`src/rtl/pattern_1101_tx.sv`:
```
// Serial frame transmitter: sync word 1101, then DATA_W payload bits MSB-first, then GAP_LEN zeros.
// Optional even-parity bit after the payload when PATTERN_TX_PARITY_EN is defined.
module pattern_1101_tx #(
  parameter int DATA_W  = 8,
  parameter int GAP_LEN = 2
) (
  input  logic              clk,
  input  logic              reset,
  input  logic [DATA_W-1:0] data_in,
  input  logic              in_valid,
  output logic              in_ready,
  output logic              dout,
  output logic              frame_active,
  output logic              frame_done
);

  // Counter sequences sync, payload and the guard gap, so it must span the largest of them.
  localparam int CNT_MAX = (DATA_W > 4) ? ((DATA_W > GAP_LEN) ? DATA_W : GAP_LEN)
                                        : ((GAP_LEN > 4) ? GAP_LEN : 4);
  localparam int CW = $clog2(CNT_MAX + 1);

  localparam logic [CW-1:0] SYNC_LAST = CW'(3);
  localparam logic [CW-1:0] DATA_LAST = CW'(DATA_W - 1);
  localparam logic [CW-1:0] GAP_LAST  = CW'((GAP_LEN > 0) ? GAP_LEN - 1 : 0);

  typedef enum logic [2:0] {
    ST_IDLE   = 3'd0,
    ST_SYNC   = 3'd1,
    ST_DATA   = 3'd2,
    ST_PARITY = 3'd3,
    ST_GAP    = 3'd4
  } state_t;

  localparam state_t AFTER_PAYLOAD = (GAP_LEN > 0) ? ST_GAP : ST_IDLE;

  state_t            state_q, state_d;
  logic [CW-1:0]     cnt_q, cnt_d;
  logic [DATA_W-1:0] shreg_q, shreg_d;
  logic              dout_q, dout_d;
  logic              active_q, active_d;
  logic              done_q, done_d;
`ifdef PATTERN_TX_PARITY_EN
  logic              parity_q, parity_d;
`endif

  function automatic logic sync_bit(input logic [CW-1:0] idx);
    case (idx)
      CW'(0):  sync_bit = 1'b1;
      CW'(1):  sync_bit = 1'b1;
      CW'(2):  sync_bit = 1'b0;
      default: sync_bit = 1'b1;
    endcase
  endfunction

  always_comb begin
    state_d  = state_q;
    cnt_d    = cnt_q;
    shreg_d  = shreg_q;
    done_d   = 1'b0;
`ifdef PATTERN_TX_PARITY_EN
    parity_d = parity_q;
`endif
    case (state_q)
      ST_IDLE: begin
        if (in_valid) begin
          state_d  = ST_SYNC;
          cnt_d    = '0;
          shreg_d  = data_in;
`ifdef PATTERN_TX_PARITY_EN
          parity_d = ^data_in;
`endif
        end
      end
      ST_SYNC: begin
        if (cnt_q == SYNC_LAST) begin
          state_d = ST_DATA;
          cnt_d   = '0;
        end else begin
          cnt_d = cnt_q + CW'(1);
        end
      end
      ST_DATA: begin
        if (cnt_q == DATA_LAST) begin
          cnt_d   = '0;
`ifdef PATTERN_TX_PARITY_EN
          state_d = ST_PARITY;
`else
          state_d = AFTER_PAYLOAD;
          done_d  = 1'b1;
`endif
        end else begin
          // Shift ahead of time so the next MSB is what gets registered onto dout.
          cnt_d   = cnt_q + CW'(1);
          shreg_d = shreg_q << 1;
        end
      end
`ifdef PATTERN_TX_PARITY_EN
      ST_PARITY: begin
        state_d = AFTER_PAYLOAD;
        cnt_d   = '0;
        done_d  = 1'b1;
      end
`endif
      ST_GAP: begin
        if (cnt_q == GAP_LAST) begin
          state_d = ST_IDLE;
          cnt_d   = '0;
        end else begin
          cnt_d = cnt_q + CW'(1);
        end
      end
      default: begin
        state_d = ST_IDLE;
        cnt_d   = '0;
      end
    endcase
  end

  // Outputs are decoded from the next state so they are registered alongside it.
  always_comb begin
    dout_d   = 1'b0;
    active_d = 1'b0;
    case (state_d)
      ST_SYNC: begin
        dout_d   = sync_bit(cnt_d);
        active_d = 1'b1;
      end
      ST_DATA: begin
        dout_d   = shreg_d[DATA_W-1];
        active_d = 1'b1;
      end
`ifdef PATTERN_TX_PARITY_EN
      ST_PARITY: begin
        dout_d   = parity_d;
        active_d = 1'b1;
      end
`endif
      default: begin
        dout_d   = 1'b0;
        active_d = 1'b0;
      end
    endcase
  end

  always_ff @(posedge clk or posedge reset) begin
    if (reset) begin
      state_q  <= ST_IDLE;
      cnt_q    <= '0;
      shreg_q  <= '0;
      dout_q   <= 1'b0;
      active_q <= 1'b0;
      done_q   <= 1'b0;
`ifdef PATTERN_TX_PARITY_EN
      parity_q <= 1'b0;
`endif
    end else begin
      state_q  <= state_d;
      cnt_q    <= cnt_d;
      shreg_q  <= shreg_d;
      dout_q   <= dout_d;
      active_q <= active_d;
      done_q   <= done_d;
`ifdef PATTERN_TX_PARITY_EN
      parity_q <= parity_d;
`endif
    end
  end

  assign in_ready     = (state_q == ST_IDLE) & ~reset;
  assign dout         = dout_q;
  assign frame_active = active_q;
  assign frame_done   = done_q;

endmodule

```
`config.mk`:
```
export PLATFORM = sky130hd
export DESIGN_NAME = pattern_1101_tx
export DESIGN_NICKNAME = d
export VERILOG_FILES = /design/src/rtl/pattern_1101_tx.sv
export SDC_FILE = /design/constraint.sdc
export NUM_CORES = 1
export LEC_CHECK = 0
export ABC_AREA = 1
export BUFFER_PORTS_ARGS = -buffer_cell sky130_fd_sc_hd__buf_2
export CORE_UTILIZATION = 49
export DETAILED_ROUTE_END_ITERATION = 7
export PLACE_DENSITY = 0.75
export SYNTH_ARGS = -nofsm -noshare
export SYNTH_HDL_FRONTEND = slang
export SYNTH_SLANG_ARGS = --single-unit
```
`constraint.sdc`:
```
create_clock -name clk -period 1.4 [get_ports clk]
set_input_delay 0.07 -clock clk [delete_from_list [all_inputs] [get_ports clk]]
set_output_delay 0.07 -clock clk [all_outputs]
set_load 0.02 [all_outputs]
```
==> impl_metrics.toml, run 1 <==
[final_layout]
fin_nets = 179
area_growth_pct = 38.3
diodes = 0
instances_no_fill = 192
drive_gt1_share_pct = 43.0

[floorplanning]
fp.coreArea_um2 = 1940
die_h_um = 47.5
ios = 15
initial_utilization_pct = 52.1
rows = 16
die_x_um = 47.5
die_area_um2 = 2250

[cts]
clk_latency_ns = 0.31
cts_root_buf = "clkbuf_4"
htree_levels = 1
cts_sinks = 18
numCtsBuffers = 3
clk_pin_slew_ns = 0.12
cts_tree = "yes"
cts_max_path_buffers = 2

[sta]
period_minus_slack_ns = 1.50
hold_violations = 0
fin_crit_sh_pct = 107
setup_viol = 3
rsz0062_at_grt = "true"
fmax_mhz = 668
slew_headroom_pct = 84.0
worst_slack_ns = -0.0977
worst_pin_slew_ns = 0.239
clock_skew_ns = 0.0161
slew_viol_final = 0

[drt]
drt_iter0_markers = 45
drt_pass1_iterations = 4
routed_wl_mm = 2.36
wl_per_cell_um = 12.3
antenna_left = 0
vias = 927
drc_errors = 0
post_drt_via_cell_ratio = 4.83

[yosys]
synth_cell_types = 21
yosysSeqAreaShare_pct = 44.5
synth_cells = 128
syn_nets = 141
avgSynthCellArea_um2 = 7.91
ys_seq_elements = 18
syn_area_um2 = 1010
ys_warn_count = 0

[run]
drv_cap = 0

[setup_path]
crit_path_end_kind = "flop"
critPathLaunchType = "flop"
required_ns = 1.62
critPathMaxFanout = 5
cp.arrival_ns = 1.71
criticalPathCategory = "reg2reg"

[power_and_ir_drop]
total_power_mw = 2.88
power_density_nw_per_um2 = 2060
swShare_pct = 42.9
p_leak_nw = 0.737
combPwrFrac_pct = 57.7
clkPwrFrac_pct = 11.7
p_switching_mw = 1.24
vdd.ir_drop.worst_v = 0.00170
internal_power_mw = 1.65
pwr-share-seq_pct = 30.6

[placement]
placed_cells = 182
numPortBuffers = 14
dp_hpwl_mm = 1.58
gp_congestion = 0.889

[grt]
antenna_found_initial = 0
grt_max_degree = 14
grt_usage_pct = 22.7
grt_pass1_wl_mm = 3.43
grt_pass1_vias = 813
gr-total-overflow = 0

[status]
status = "finished, violations left"
violations = "setup timing"

[worst_hold_path]
min_path_type = "in2reg"
==> final cells by class <==
type                       instances  area [um^2]
inverter                          21         81.3
sequential                        18          453
tap                               27         33.8
fill                             162          542
multi-input combinational         88          549
timing repair buffer              34          246
clock buffer                       4         36.3
==> stage by stage <==
step	setup TNS, ns	cell area, um^2	setup slack [ns]	util [%]	hold WS (ns)
floorplan	0	1010	0.0302	-	0.00857
detailed placement	-0.448	1210	-0.103	62.3	0.0102
global route	-0.767	1400	-0.210	72.1	0.00358
CTS	-0.0594	1310	-0.0590	67.4	0.00478
finish	-0.178	1400	-0.0977	72.1	0.00131
global placement	-0.0828	1210	-0.0575	62.3	0.00363
==> sequential cells by signal, summed over array words and instances (netlist names) <==
register,count
cnt_q,4
dout,1
frame_active,1
frame_done,1
shreg_q,8
state_q,3
==> critical path, cell delays in order, from the launching register on <==
cell and delay, ns:
dfrtp_1 0.38, buf_6 0.10, ha_4 0.19, nand3_4 0.11, nand2_1 0.08, nor2_1 0.05, nor2_1 0.11, nand2_1 0.09
nor2_1 0.11, nand2_1 0.07, nand2_1 0.06, nand2_1 0.05
==> power by group through the flow <==
stage | Sequential, mW | Combinational, mW | Clock (mW)
after floorplan | 0.889 | 0.858 | 0
final | 0.883 | 1.66 | 0.338
after detailed placement | 0.864 | 1.34 | 0
after global routing | 0.900 | 1.84 | 0.361
after CTS | 0.864 | 1.45 | 0.330
after global placement | 0.857 | 1.31 | 0
==> layer usage <==
layer,GRT usage [%],up-vias,part of all wire (%)
met2,38.4,17,50
met5,0,-,0
li1,-,480,-
met1,29.6,424,45
met3,3.40,6,3.0
met4,8.00,0,1.9
==> cell usage after synthesis (all sizes together) <==
master	n	area [um^2]
a22oi	5	37.5
and2	1	8.76
buf	1	11.3
dfrtp	18	450
ha	2	25.0
inv	21	78.8
nand2	37	149
nand3	19	128
nand4	1	6.26
nor2	15	66.3
nor3	1	5.00
o211ai	2	20.0
o21ai	4	20.0
or2	1	6.26
==> cells by family (layout without fill, tap and decap cells) <==
logic type	count (synthesis)	count (layout)	synth area share [%]
compound gates	11	11	7.66
buf+inv	22	59	8.90
fa+ha+maj	2	2	2.47
simple gates	75	75	36.5
flops	18	18	44.5
==> path summary, 6_finish.rpt <==
check	startpoint	to	slack, ns	cells past startpoint
worst max-delay path	cnt_q[0]	dout	-0.1	11
worst min-delay path	data_in[1]	shreg_q[1]	0.001	3
worst max register to register	cnt_q[0]	dout	-0.1	11
worst min register to register	shreg_q[0]	shreg_q[1]	0.50	2
max in group asynchronous	reset	shreg_q[6]	0.70	4
min in group asynchronous	reset	cnt_q[0]	0.24	3
==> placed cells by master, fill, tap and decap left out, drive strengths merged, types with 4 or more instances in the layout <==
cell type / n
buf: 32
nand3: 19
dfrtp: 18
o21ai: 4
inv: 21
clkbuf: 4
nor2: 15
a22oi: 5
nand2: 37
==> timing repair <==
action	4_1_cts	5_1_grt
buffers inserted	2	2
setup endpoints to repair	9	11
hold buffers	2	0
gates resized for setup	8	20
gates cloned	0	0
hold endpoints to repair	19	0
pin swaps	4	12
(Power assumes the default switching activity.)
==> inputs of run 2 (changes only) <==
- clock period: 1.4 -> 1.3 ns (I/O delays scaled with it)
==> run 2 against run 1 <==
  * The flow finishes with violations (hold timing, setup timing)
  * First-iteration DRC count is 47% lower
  * Sequential power is 11% higher
  * Wire length is 10% higher
  * Hold slack worse by 0.0082 ns
  * Final cell count is 1.6% higher
  * Utilization is 3.8 points higher
  * Worst setup slack worse by 0.13 ns
  * Count of clock-buffer cells in the layout stayed put
  * Via count is 8.7% higher
  * Clock power is 6.2% higher
  * Critical path depth stayed put
==> impl_metrics.toml, run 2 (synthesis results as in run 1) <==
[setup_path]
ff2ff_setup_slack_ns = -0.23
timing.rr.start = "cnt_q[1]"
criticalPathCategory = "reg2reg"
cp_slowest_cell = "dfrtp_1"
critical-path-top-delay-family = "simple AND/OR/NAND/NOR gates"
critPathMaxStageDelay_ns = 0.43
reg2reg_depth = 11
worst_path_most_repeated_cell = "nand2_1"
cp.arrival_ns = 1.73
crit-reg2reg-capture = "dout"
critPathLaunchType = "flop"
crit_path_end_kind = "flop"
crit_path_cell_trace = "inv_1 > ha_2 > nand3_4 > nand2_1 > nor2_1 > nor2_1 > nand2_1 > nor2_1 > nand2_1 > nand2_1 > nand2_1"
cp.buffers_inverters = 1
critPathMaxFanout = 4
required_ns = 1.50

[final_layout]
layout_commonest_cell = "nand2_1"
drive_gt1_share_pct = 48.2
fin_nets = 182
final_cell_mix = "27 x nand2_1, 17 x dfrtp_1, 15 x buf_4"
diodes = 0
fin_area_um2 = 1470
regMostFlops = "shreg_q"
largest_reg_flops = 8
area_growth_pct = 45.6
top_regs = "shreg_q: 8 flops, cnt_q: 4 flops, state_q: 3 flops"
num-fill-cells = 128
fin_util_pct = 75.9

[placement]
gp_congestion = 0.839
place_area_um2 = 1220
numPortBuffers = 14
dp_hpwl_mm = 1.60

[floorplanning]
die_x_um = 47.5
die_area_um2 = 2250
rows = 16
fp.coreArea_um2 = 1940
die_h_um = 47.5
initial_utilization_pct = 52.1
ios = 15

[status]
status = "finished, violations left"
violations = "hold timing, setup timing"

[cts]
clk_latency_ns = 0.30
clk_pin_slew_ns = 0.11
cts_sinks = 18
cts_root_buf = "clkbuf_4"
numCtsBuffers = 3
cts_tree = "yes"
cts_max_path_buffers = 2
htree_levels = 1

[sta]
setup_viol = 10
fmax_mhz = 653
slew_viol_final = 0
rsz0062_at_grt = "true"
worst_slack_ns = -0.232
fin_crit_sh_pct = 118
slew_headroom_pct = 83.9
fin_hold_ws_ns = -0.00688
clock_skew_ns = 0.00527
hold_violations = 1
worst_pin_slew_ns = 0.241
period_minus_slack_ns = 1.53

[power_and_ir_drop]
vdd.ir_drop.worst_v = 0.00135
power_density_nw_per_um2 = 2180
p_leak_nw = 0.755

[drt]
drt_iter0_markers = 24
drc_errors = 0
antenna_left = 0
wl_per_cell_um = 13.3
drt_pass1_iterations = 4
routed_wl_mm = 2.60
post_drt_via_cell_ratio = 5.17
vias = 1008

[run]
drv_cap = 0

[grt]
grt_pass1_vias = 825
gr-total-overflow = 0
grt_usage_pct = 22.8
grt_max_degree = 19
antenna_found_initial = 0
grt_pass1_wl_mm = 3.57

[worst_hold_path]
whs_endpoint = "shreg_q[3]"
min_path_type = "in2reg"
holdCritStartpoint = "data_in[3]"
hold_path_depth = 3
[run 2: cell types whose count changed in the layout (fill, tap and decap cells not counted), sizes merged]
cell	before	now
dlygate4sd3	2	5
[run 2: report_power, final]
part | internal, mW | leakage [nW] | switching (mW)
sequential | 0.793 | 0.226 | 0.182
combinational | 0.825 | 0.508 | 1.06
clock | 0.171 | 0.0210 | 0.188
total | 1.79 | 0.755 | 1.43
[run 2: per-layer routing]
metal | vias to the layer above | global-route usage (%) | share of wire (%) | routed length, um
li1 | 491 | - | - | -
met1 | 474 | 37.0 | 46 | 1190
met2 | 33 | 30.7 | 47 | 1230
met3 | 10 | 3.02 | 5.2 | 136
met4 | 0 | 8.00 | 1.8 | 47
met5 | - | 0 | 0 | 0
[run 2: through the flow]
stage	TNS, ns	total power [mW]	setup slack (ns)	instances
final	-0.673	3.22	-0.232	195
after global routing	-1.43	3.42	-0.303	195
after CTS	-0.201	2.88	-0.113	191
after detailed placement	-0.119	2.44	-0.0937	182
after global placement	-0.0940	2.39	-0.0766	182
after floorplan	0	1.91	0.000154	128
[run 2: repair_timing]
action | in CTS | in global routing
setup buffers | 0 | 4
gates resized for setup | 8 | 29
endpoints found under the setup margin | 4 | 12
hold buffers | 5 | 0
pin swaps | 5 | 12
hold endpoints to repair | 22 | 0
[run 2: final cells by class]
class	instances	area, um^2	area share [%]
sequential	18	452	30.6
multi-input combinational	88	598	40.6
tap	27	33.8	2.29
timing repair buffer	37	273	18.5
clock buffer	4	36.3	2.46
inverter	21	81.3	5.52
[run 2: worst reg2reg max path, cell delays in order, from the launching register on]
cell and delay (ns):
dfrtp_1 0.43, inv_1 0.08, ha_2 0.19, nand3_4 0.10
nand2_1 0.08, nor2_1 0.04, nor2_1 0.14, nand2_1 0.11
nor2_1 0.10, nand2_1 0.06, nand2_1 0.05, nand2_1 0.05
[run 2: worst max path at each step]
stage,start,endpoint,slack [ns],cells after the start
final,cnt_q[1],dout,-0.23,11
after global routing,cnt_q[1],dout,-0.30,11
after CTS,cnt_q[1],dout,-0.11,11
after detailed placement,cnt_q[1],dout,-0.09,11
after global placement,cnt_q[1],dout,-0.08,11
after floorplan,cnt_q[1],dout,0.0002,11
